File: src/rtl/weight_load_ctrl.sv
// Weight register load sequencer: clears the kernel registers, then streams NUM_REGS weights in.
// Optional build macro WLOAD_ZERO_SKIP_EN suppresses write enables for zero-valued weights.
module weight_load_ctrl #(
    parameter int F_WIDTH   = 8,
    parameter int NUM_REGS  = 9,
    parameter int IDX_WIDTH = 4
) (
    input  logic                 clk_i,
    input  logic                 rst_n_i,
    input  logic                 start_i,
    input  logic                 abort_i,
    input  logic                 w_valid_i,
    input  logic [F_WIDTH-1:0]   w_data_i,
    output logic                 w_ready_o,
    output logic [F_WIDTH-1:0]   f_weight_o,
    output logic [NUM_REGS-1:0]  wreg_wr_en_o,
    output logic                 wreg_rst_o,
    output logic                 busy_o,
    output logic                 done_o,
    output logic [IDX_WIDTH-1:0] idx_o
);

    typedef enum logic [1:0] {IDLE, CLEAR, LOAD, DONE} state_e;

    state_e               state_q, state_d;
    logic [IDX_WIDTH-1:0] idx_q, idx_d;
    logic [F_WIDTH-1:0]   f_weight_q, f_weight_d;
    logic [NUM_REGS-1:0]  wr_en_q, wr_en_d;
    logic                 wreg_rst_q, wreg_rst_d;
    logic                 done_q, done_d;
    logic                 hs, last, skip;

    always_comb begin
        hs   = (state_q == LOAD) && w_valid_i;
        last = (idx_q == IDX_WIDTH'(NUM_REGS - 1));
`ifdef WLOAD_ZERO_SKIP_EN
        // A zero weight is already held by the register since the CLEAR cycle.
        skip = (w_data_i == '0);
`else
        skip = 1'b0;
`endif
    end

    always_comb begin
        state_d    = state_q;
        idx_d      = idx_q;
        f_weight_d = f_weight_q;
        wr_en_d    = '0;
        wreg_rst_d = 1'b0;
        done_d     = 1'b0;
        if (abort_i && (state_q != IDLE)) begin
            state_d    = IDLE;
            idx_d      = '0;
            wreg_rst_d = 1'b1;
        end else begin
            case (state_q)
                IDLE: begin
                    if (start_i) begin
                        state_d    = CLEAR;
                        idx_d      = '0;
                        wreg_rst_d = 1'b1;
                    end
                end
                CLEAR: begin
                    state_d = LOAD;
                    idx_d   = '0;
                end
                LOAD: begin
                    if (hs) begin
                        f_weight_d = w_data_i;
                        if (!skip) wr_en_d = NUM_REGS'(1) << idx_q;
                        // Index returns to 0 after the final weight rather than wrapping mid-load.
                        if (last) begin
                            state_d = DONE;
                            idx_d   = '0;
                            done_d  = 1'b1;
                        end else begin
                            idx_d = idx_q + IDX_WIDTH'(1);
                        end
                    end
                end
                DONE:    state_d = IDLE;
                default: state_d = IDLE;
            endcase
        end
    end

    always_ff @(posedge clk_i or negedge rst_n_i) begin
        if (!rst_n_i) begin
            state_q    <= IDLE;
            idx_q      <= '0;
            f_weight_q <= '0;
            wr_en_q    <= '0;
            wreg_rst_q <= 1'b0;
            done_q     <= 1'b0;
        end else begin
            state_q    <= state_d;
            idx_q      <= idx_d;
            f_weight_q <= f_weight_d;
            wr_en_q    <= wr_en_d;
            wreg_rst_q <= wreg_rst_d;
            done_q     <= done_d;
        end
    end

    assign w_ready_o    = (state_q == LOAD);
    assign busy_o       = (state_q == CLEAR) || (state_q == LOAD);
    assign f_weight_o   = f_weight_q;
    assign wreg_wr_en_o = wr_en_q;
    assign wreg_rst_o   = wreg_rst_q;
    assign done_o       = done_q;
    assign idx_o        = idx_q;

endmodule

File: config.mk
export PLATFORM = sky130hd
export DESIGN_NAME = weight_load_ctrl
export DESIGN_NICKNAME = d
export VERILOG_FILES = /design/src/rtl/weight_load_ctrl.sv
export SDC_FILE = /design/constraint.sdc
export NUM_CORES = 1
export LEC_CHECK = 0
export ABC_AREA = 1
export BUFFER_PORTS_ARGS = -buffer_cell sky130_fd_sc_hd__buf_2
export CAP_MARGIN = 40
export CORE_MARGIN = 2
export CORE_UTILIZATION = 35
export CTS_BUF_LIST = sky130_fd_sc_hd__clkbuf_16
export CTS_CLUSTER_SIZE = 28
export DETAILED_ROUTE_END_ITERATION = 16
export PLACE_DENSITY = 0.61
export REMOVE_ABC_BUFFERS = 1
export SYNTH_ARGS = -nofsm -noshare
export SYNTH_HDL_FRONTEND = slang
export SYNTH_SLANG_ARGS = --single-unit
File: constraint.sdc
create_clock -name clk_i -period 1.8 [get_ports clk_i]
set_input_delay 0.45 -clock clk_i [delete_from_list [all_inputs] [get_ports clk_i]]
set_output_delay 0.45 -clock clk_i [all_outputs]
set_load 0.01 [all_outputs]
==> results of run 1 <==
cell families (layout without fill, tap and decap cells):
kind of cell	after synthesis	in the layout
and+or+nand+nor	91	91
adders and majority gates	10	10
buffers and inverters	16	56
AOI/OAI and AO/OA	1	1
DFF	25	25
flip-flops by register name (all words and copies together) (netlist names):
register,cells
wreg_wr_en_o,9
f_weight_o,8
idx_o,4
state_q,2
done_o,1
wreg_rst_o,1
worst paths after layout:
check | start | end | slack [ns] | cells after the start
worst max-delay path | state_q[0] | busy_o | 0.13 | 3
worst min-delay path | rst_n_i | wreg_wr_en_o[8] | 0.18 | 1
worst max register to register | state_q[0] | state_q[1] | 0.23 | 8
worst min register to register | f_weight_o[0] | f_weight_o[0] | 0.47 | 2
max in group asynchronous | rst_n_i | idx_o[3] | 1.25 | 1
min in group clk_i | w_data_i[5] | f_weight_o[5] | 0.43 | 3
cell type report:
cell class | count | area [um2]
inverter | 15 | 61.3
multi-input combinational | 102 | 558
sequential | 25 | 626
clock inverter | 1 | 3.75
tap | 46 | 57.6
timing repair buffer | 37 | 185
fill | 343 | 1820
clock buffer | 3 | 75.1
power groups by stage:
stage	Combinational (mW)	Clock (mW)	Sequential, mW
CTS	0.894	0.491	0.786
global route	1.01	0.526	0.803
detailed placement	0.890	0	0.795
global placement	0.862	0	0.785
floorplan	0.563	0	0.836
finish	0.880	0.477	0.784
layer usage:
metal | share of wire | track usage | vias up
met2 | 0.53 | 0.236 | 26
met5 | 0 | 0 | -
met3 | 0.044 | 0.0158 | 4
met4 | 0.017 | 0.0516 | 0
li1 | - | - | 523
met1 | 0.41 | 0.161 | 468
through the flow:
stage               setup slack, ns  instance area (um2)  cells
global route                 0.0821                 1570    229
finish                        0.134                 1570    229
floorplan                     0.421                 1240    142
global placement              0.340                 1490    225
CTS                           0.136                 1570    229
detailed placement            0.253                 1490    225
Yosys cell counts (all sizes together):
library cell,n
nor2,16
nand4,1
nand2,55
buf,1
ha,10
a21oi,1
nand3b,1
nor3,4
inv,15
dfrtp,25
nand3,14
placed cells by master, fill, tap and decap left out:
cell type and n:
inv_6 1, nor2_4 1, nand3_1 11, nor3_1 2
nor3_2 2, a21oi_1 1, nand2_1 51, nand3b_1 1
nor2_1 13, dfrtp_1 25, inv_2 3, nand2_2 2
nor2_2 2, clkbuf_16 3, buf_2 37, ha_1 10
nand3_2 3, nand2_4 2, inv_1 12, nand4_1 1
worst max-delay path, stage by stage, from the launching register on:
cell and delay (ns):
dfrtp_1 0.39, inv_1 0.11, ha_1 0.32, buf_2 0.15
==> metrics.md, run 1 <==
| Metric | Value |
|---|---|
| Clock share of power | 0.223 |
| Clk_lat worst skew | ~0.25 ns |
| Number of max-cap violations | 0 |
| Fraction of synthesized area in multiplexers | 0 |
| Finished Core Util | 0.462 |
| Routed wire per std cell | about 11 um |
| Ant diodes | 0 |
| Post-Synth Simple-Gate Area | 0.341 |
| Final ANT Viol Nets | 0 |
| Final Hold Violating Endpoints | 0 |
| Die Area | approximately 0.004 mm2 |
| Maximum operating frequency | about 0.6 GHz |
| Antenna violations before repair | 0 |
| DRC Markers | 0 |
| Xor and xnor area share after synthesis | 0 |
| Starting Density | 0.371 |
| TNS Setup | 0 ns |
| Pin count of the biggest net entering global routing | 26 |
| Worst Tran Pin Value | around 0.55 ns |
| Crit path launch type | register |
| Nets | between 200 and 250 |
| First-pass GRT wire length | between 4000 and 5000 um |
| Warnings from Yosys | 0 |
| Num Clock Sinks | 25 |
| Rel. slew slack | 0.636 |
| Switching pwr | about 840 uW |
| Switching fraction of total power | 0.392 |
| Adder-Cell Fraction of Synth Area | 0.0996 |
| Final period util | 0.926 |
| CP required | about 1.4 ns |
| Distinct cell type count after synthesis | 19 |
| P_int | ~1.3 mW |
| Syn Inst Count | 143 |
| Drt pass-1 iters | 4 |
| Unrepaired setup endpoints after global routing | false |
| Via count | 1021 |
| Arr. time, crit path | about 1.2 ns |
| Max-slew violation count | 0 |
| Worst VDD drop | approximately 0.48 mV |
| Tot Pwr | roughly 2.1 mW |
| Die W | ~64 um |
| Worst hold slack | 0.179 ns |
| Dpl hpwl | 1950 um |
| Top cells by area, synth | dfrtp_1 (50%), nand2_1 (15%), ha_1 (10%) |
| DR iter-0 viols | just over 100 |
| Clock transition at path regs | about 0.06 ns |
| Comb pwr share | 0.411 |
| Port Buf Inserts | 37 |
| Status | finished, final reports clean |
| Share of cells above drive strength 1 | 0.306 |
| Post-synthesis cell type with the largest combined area | dfrtp_1 |
| Seq/Total Area, Yosys | 0.498 |
| Largest family of logic cells by synthesized area | simple AND/OR/NAND/NOR gates |
| Total CTS buffers | 3 |
| Setup bufs post-CTS | 0 |
| Post-CTS Resized | 0 |
| CP max FO | 4 |
| GRT Total Usage | 0.132 |
| Final setup fails | 0 |
| Mapped Area | 0.00126 mm2 |
| Critical path class | register to output pin |
| H-Tree Level Count | 1 |
| P&R area growth vs syn | 24.7% |
| Total gr overflow | 0 |
| Via-to-Cell Ratio | 4.46 |
| Power Density | approximately 1400 mW/mm2 |
| Synth Area in Compound Gates | 0.00398 |
| Post-route minimum period | about 1.7 ns |
| Synth Register Bits | 25 |
| Cell row count | 21 |
| Post-route clock skew | 0.00555 ns |
| CTS tree | done |
| Leakage Power | just under 0.9 nW |
| Die height | between 60 and 70 um |
| I/O pin count | 38 |
| Flop pwr share | 0.366 |
| Worst Hold Class | input pin to async pin |
| Hold_buf cts | 0 |
| Vias in the first global route | 978 |
| CTS Root Cell | clkbuf_16 |
| Post-synth top area share | 0.498 |
| Clock Tree Buf Depth | 2 |
| Syn_area_per_cell | just under 9 um2 |
| CP endpoint kind | output pin |
| RD Place Congestion | roughly 0.76 |
| Core ar. | about 0.0034 mm2 |
| WL final | between 2000 and 3000 um |
Note: power is estimated with default switching activity, not from simulation.
==> inputs of run 2 (changes only) <==
- GPL_TIMING_DRIVEN: unset -> 0
- clock period: 1.8 -> 2.04 ns (I/O delays scaled with it)
==> run 2 against run 1 <==
Net effect:
- worst setup slack better by 0.17 ns
- routed wire length fell by 8.6%
- utilization did not move
==> metrics.md, run 2 (same netlist as run 1, synthesis figures left out) <==
| Metric | Value |
|---|---|
| Status | finished, final reports clean |
| Post-route clock skew | just over 0.002 ns |
| Die W | approximately 64 um |
| Switching fraction of total power | 0.384 |
| Final period util | 0.849 |
| Final setup fails | 0 |
| TNS Setup | 0 ns |
| R2R Path End | state_q[1] |
| First-pass GRT wire length | 4110 um |
| Rel. slew slack | 0.651 |
| Worst VDD drop | about 0.61 mV |
| CP required | 1.53 ns |
| CP endpoint kind | output pin |
| Maximum operating frequency | approximately 0.58 GHz |
| H-Tree Level Count | 1 |
| Arr. time, crit path | ~1.2 ns |
| Worst Hold Class | input pin to async pin |
| P_int | between 1 and 1.5 mW |
| Ant diodes | 0 |
| Clk_lat worst skew | 0.25 ns |
| Post-route minimum period | 1.73 ns |
| Via count | between 1k and 1.5k |
| FF-to-FF Start | state_q[0] |
| Flop pwr share | 0.372 |
| Largest register FFs | 9 |
| CTS tree | done |
| Switching pwr | 716 uW |
| Most common cell after layout, fill and taps aside | nand2_1 |
| Port Buf Inserts | 37 |
| DRC Markers | 0 |
| Crit path launch type | register |
| Total CTS buffers | 3 |
| Worst Tran Pin Value | about 0.52 ns |
| I/O pin count | 38 |
| Clock share of power | 0.219 |
| Comb pwr share | 0.409 |
| Commonest non-fill, non-tap cells in the layout | nand2_1 (51), buf_2 (37), dfrtp_1 (25) |
| Num Clock Sinks | 25 |
| Worst reg2reg path depth | 8 |
| Setup bufs post-CTS | 0 |
| Vias in the first global route | 1007 |
| RD Place Congestion | a little under 0.8 |
| Hold_buf cts | 0 |
| Starting Density | 0.371 |
| Nets | roughly 210 |
| DR iter-0 viols | 28 |
| Clock transition at path regs | around 0.060 ns |
| Routed wire per std cell | around 10 um |
| WL final | roughly 2300 um |
| Share of cells above drive strength 1 | 0.306 |
| Die height | approximately 64 um |
| Power Density | about 1200 mW/mm2 |
| Tot Pwr | approximately 1.9 mW |
| Dpl hpwl | 1850 um |
| CTS Root Cell | clkbuf_16 |
| Leakage Power | between 0.8 and 0.9 nW |
| CP max FO | 4 |
| Max-slew violation count | 0 |
| P&R area growth vs syn | 24.7% |
| R2R setup slack | roughly 0.48 ns |
| Die Area | 0.00408 mm2 |
| Via-to-Cell Ratio | approximately 4.4 |
| Core ar. | between 0.003 and 0.004 mm2 |
| Final Hold Violating Endpoints | 0 |
| Total gr overflow | 0 |
| Clock Tree Buf Depth | 2 |
| Final ANT Viol Nets | 0 |
| Drt pass-1 iters | 4 |
| Pin count of the biggest net entering global routing | 26 |
| GRT Total Usage | 0.125 |
| Cell row count | 21 |
| Unrepaired setup endpoints after global routing | false |
| Antenna violations before repair | 0 |
| Number of max-cap violations | 0 |
| Critical path class | register to output pin |
| Post-CTS Resized | 0 |
run 2: cell counts in the layout (fill, tap and decap cells not counted):
No cell type changed its count.
run 2: routing by layer:
layer / part of all wire / vias to the layer above / GRT usage
met1: 0.43 / 467 / 0.145
met4: 0.015 / 0 / 0.0571
li1: - / 521 / -
met5: 0 / - / 0
met3: 0.050 / 2 / 0.0106
met2: 0.51 / 24 / 0.232
run 2: worst max-delay path, cell delays in order, from the launching register on:
cell	delay, ns
dfrtp_1	0.39
inv_1	0.11
ha_1	0.32
buf_2	0.14
run 2: layout make-up:
cell class                 count  area, um2
clock buffer                   3       75.1
clock inverter                 1       3.75
fill                         339       1820
inverter                      15       61.3
multi-input combinational    102        558
sequential                    25        626
tap                           46       57.6
timing repair buffer          37        185
run 2: worst max path at each step:
stage                    start         end  slack (ns)  cells past startpoint
floorplan           state_q[0]  state_q[1]        0.66                      8
global placement    state_q[0]  state_q[1]        0.53                      8
detailed placement  state_q[0]  state_q[1]        0.47                      8
CTS                 state_q[0]      busy_o        0.28                      3
global route        state_q[0]      busy_o        0.25                      3
finish              state_q[0]      busy_o        0.31                      3
run 2: through the flow:
stage                     utilization  worst slack, ns  hold WS [ns]  cells  area (um2)
after floorplan                     -            0.661         0.214    142        1240
after detailed placement        0.439            0.473         0.454    225        1490
after CTS                       0.462            0.285         0.256    229        1570
after global placement          0.439            0.532         0.448    225        1490
after global routing            0.462            0.248         0.284    229        1570
final                           0.462            0.307         0.234    229        1570
run 2: power by group through the flow:
stage,registers [mW],logic [mW],clock network [mW]
3_3_place_gp,0.695,0.756,0
6_report,0.693,0.763,0.408
5_1_grt,0.710,0.880,0.435
4_1_cts,0.695,0.782,0.416
2_1_floorplan,0.737,0.497,0
3_5_place_dp,0.703,0.780,0
==> inputs of run 3 (changes only) <==
- ABC_AREA: 1 -> 0
- PLACE_DENSITY: 0.61 -> 0.64
- clock period: 2.04 -> 1.5 ns (I/O delays scaled with it)
==> run 3 against run 2 <==
Net effect:
- the flow now finishes with violations (setup timing)
- register-to-register slack got worse by 0.58 ns
- first-iteration DRC count decreased by 75%
- routed wire length increased by 5.5%
- worst setup slack got worse by 0.40 ns
- die area decreased by 6.4%
- synthesized area decreased by 6.8%
- final cell count decreased by 17%
- non-clock buffer count increased by 12
- power increased by 57%
- critical path depth increased by 3
- utilization increased by 5.0 points
- highest routed layer unchanged
==> metrics.md, run 3 <==
| Metric | Value |
|---|---|
| Top cells by area, synth | dfrtp_1 (53%), ha_1 (11%), mux2_1 (7.7%) |
| I/O pin count | 38 |
| DR iter-0 viols | 7 |
| Crit path max-delay family | flip-flops |
| Mapped Area | roughly 0.0012 mm2 |
| Post-synthesis cell type with the largest combined area | dfrtp_1 |
| Antenna violations before repair | 0 |
| Drt pass-1 iters | 3 |
| Flop pwr share | 0.314 |
| Share of cells above drive strength 1 | 0.531 |
| Die Area | ~0.0038 mm2 |
| Synth top cells by count | dfrtp_1 (25), ha_1 (10), mux2_1 (8) |
| Max-slew violation count | 0 |
| Vias in the first global route | between 700 and 800 |
| EDFF count, synth | 0 |
| Port Buf Inserts | 37 |
| Arr. time, crit path | roughly 1.7 ns |
| Switching fraction of total power | 0.345 |
| CTS Root Cell | clkbuf_16 |
| Total gr overflow | 0 |
| Core ar. | 0.00328 mm2 |
| Power Density | 1730 mW/mm2 |
| Nets | 167 |
| Final period util | 1.06 |
| Unrepaired setup endpoints after global routing | true |
| Clock Tree Buf Depth | 2 |
| CP required | between 1.5 and 2 ns |
| Maximum operating frequency | about 0.63 GHz |
| Most frequent cell after synthesis | dfrtp_1 |
| P_int | approximately 1.9 mW |
| Worst Tran Pin Value | roughly 0.54 ns |
| Clk_lat worst skew | between 0.2 and 0.3 ns |
| Final setup fails | 9 |
| GRT Total Usage | 0.125 |
| Comb pwr share | 0.481 |
| Crit path launch type | register |
| Status | finished with violations |
| Syn_area_per_cell | around 13 um2 |
| Worst hold slack | roughly 0.096 ns |
| Dpl hpwl | ~1600 um |
| DRC Markers | 0 |
| Total CTS buffers | 3 |
| Cell row count | 21 |
| WL final | 2450 um |
| Num Clock Sinks | 25 |
| Top_reg_cell synth | dfrtp_1 |
| Synth async-reset ratio | 1.00 |
| Warnings from Yosys | 0 |
| First-pass GRT wire length | 3380 um |
| Clock transition at path regs | ~0.060 ns |
| Synth Register Bits | 25 |
| Ant diodes | 0 |
| Failing checks | setup timing |
| Critical path class | register to register |
| Rel. slew slack | 0.639 |
| Final worst setup slack | -0.0969 ns |
| Post-route clock skew | roughly 0.0032 ns |
| Worst VDD drop | 0.672 mV |
| CTS tree | done |
| Commonest non-fill, non-tap cells in the layout | buf_2 (37), dfrtp_1 (24), buf_4 (10) |
| Largest register FFs | 9 |
| Final ANT Viol Nets | 0 |
| P&R area growth vs syn | 43.6% |
| Die height | 61.8 um |
| Die W | slightly above 60 um |
| Routed wire per std cell | 12.9 um |
| Starting Density | 0.357 |
| Distinct cell type count after synthesis | 27 |
| Syn Inst Count | 91 |
| Via count | between 800 and 900 |
| Tot Pwr | around 3 mW |
| Final Hold Violating Endpoints | 0 |
| Pin count of the biggest net entering global routing | 26 |
| Post-synth top area share | 0.534 |
| CP endpoint kind | register |
| Crit path cell chain | inv_2, ha_4, nand2b_4, a32oi_4, nand2_4, mux2_4 |
| Via-to-Cell Ratio | ~4.7 |
| Number of max-cap violations | 0 |
| Switching pwr | 1.01 mW |
| Clock share of power | 0.205 |
| CP max stage cell | dfrtp_1 |
| RD Place Congestion | slightly below 0.7 |
| Crit-path max cell delay | 0.37 ns |
| Leakage Power | 0.890 nW |
| CP max FO | 4 |
| Worst Hold Class | input pin to async pin |
| Seq/Total Area, Yosys | 0.534 |
| H-Tree Level Count | 1 |
| Most common cell after layout, fill and taps aside | buf_2 |
| Post-route minimum period | between 1.5 and 2 ns |
| Worst Path Buf+Inv | 1 |
[run 3: repair_timing]
item	CTS	global route
endpoints found under the setup margin	23	22
pin swaps	3	4
hold buffers	0	0
setup buffers	9	3
gates cloned	1	0
gates resized for setup	10	14
[run 3: cell families after synthesis]
kind of cell,count (synthesis),share of synthesized area
DFF,25,0.534
buffers and inverters,9,0.0363
muxes,11,0.111
AOI/OAI and AO/OA,8,0.0652
adders and majority gates,10,0.107
and+or+nand+nor,28,0.146
[run 3: per-stage QoR]
step | setup TNS, ns | instances | utilization | instance area (um2) | setup WS (ns)
2_1_floorplan | -4.40 | 89 | - | 1150 | -0.429
3_5_place_dp | -8.96 | 172 | 0.426 | 1400 | -0.714
6_report | -0.580 | 189 | 0.512 | 1680 | -0.0969
3_3_place_gp | -8.15 | 172 | 0.426 | 1400 | -0.681
4_1_cts | -0.239 | 186 | 0.488 | 1600 | -0.0750
5_1_grt | -1.43 | 189 | 0.512 | 1680 | -0.148
[run 3: cell type report]
type | instances | area, um2
clock buffer | 3 | 75.1
clock inverter | 1 | 7.51
fill | 290 | 1600
inverter | 7 | 26.3
multi-input combinational | 58 | 597
sequential | 25 | 627
tap | 46 | 57.6
timing repair buffer | 49 | 292
[run 3: power by group through the flow]
stage	logic (mW)	clock network (mW)	registers, mW
after global placement	0.932	0	0.922
after floorplan	0.586	0	0.999
after detailed placement	0.953	0	0.931
after CTS	1.23	0.608	0.910
final	1.40	0.597	0.917
after global routing	1.53	0.646	0.939
[run 3: worst register-to-register path: cells and delay by family (launching register included)]
family | cells | cell delay, ns
AO/OA/AOI/OAI | 1 | 0.30
multiplexers | 1 | 0.31
adder cells (fa/ha/maj) | 1 | 0.15
AND/OR/NAND/NOR | 2 | 0.27
buffers and inverters | 1 | 0.07
flip-flops | 1 | 0.37
[run 3: metal layers]
metal	part of all wire	vias to the layer above	global-route usage
met5	0	-	0
met4	0.022	0	0.0821
met3	0.056	4	0.0248
met2	0.52	29	0.226
met1	0.40	433	0.130
li1	-	424	-
[run 3: path summary, 6_finish.rpt]
kind | start | to | slack (ns) | depth (start not counted)
max in group asynchronous | rst_n_i | idx_o[0] | 1.01 | 1
worst max-delay path | state_q[0] | idx_o[0] | -0.1 | 6
worst max register to register | state_q[0] | idx_o[0] | -0.1 | 6
worst min-delay path | rst_n_i | wreg_wr_en_o[3] | 0.1 | 1
min in group clk_i | w_data_i[4] | f_weight_o[4] | 0.33 | 2
worst min register to register | f_weight_o[0] | f_weight_o[0] | 0.48 | 1
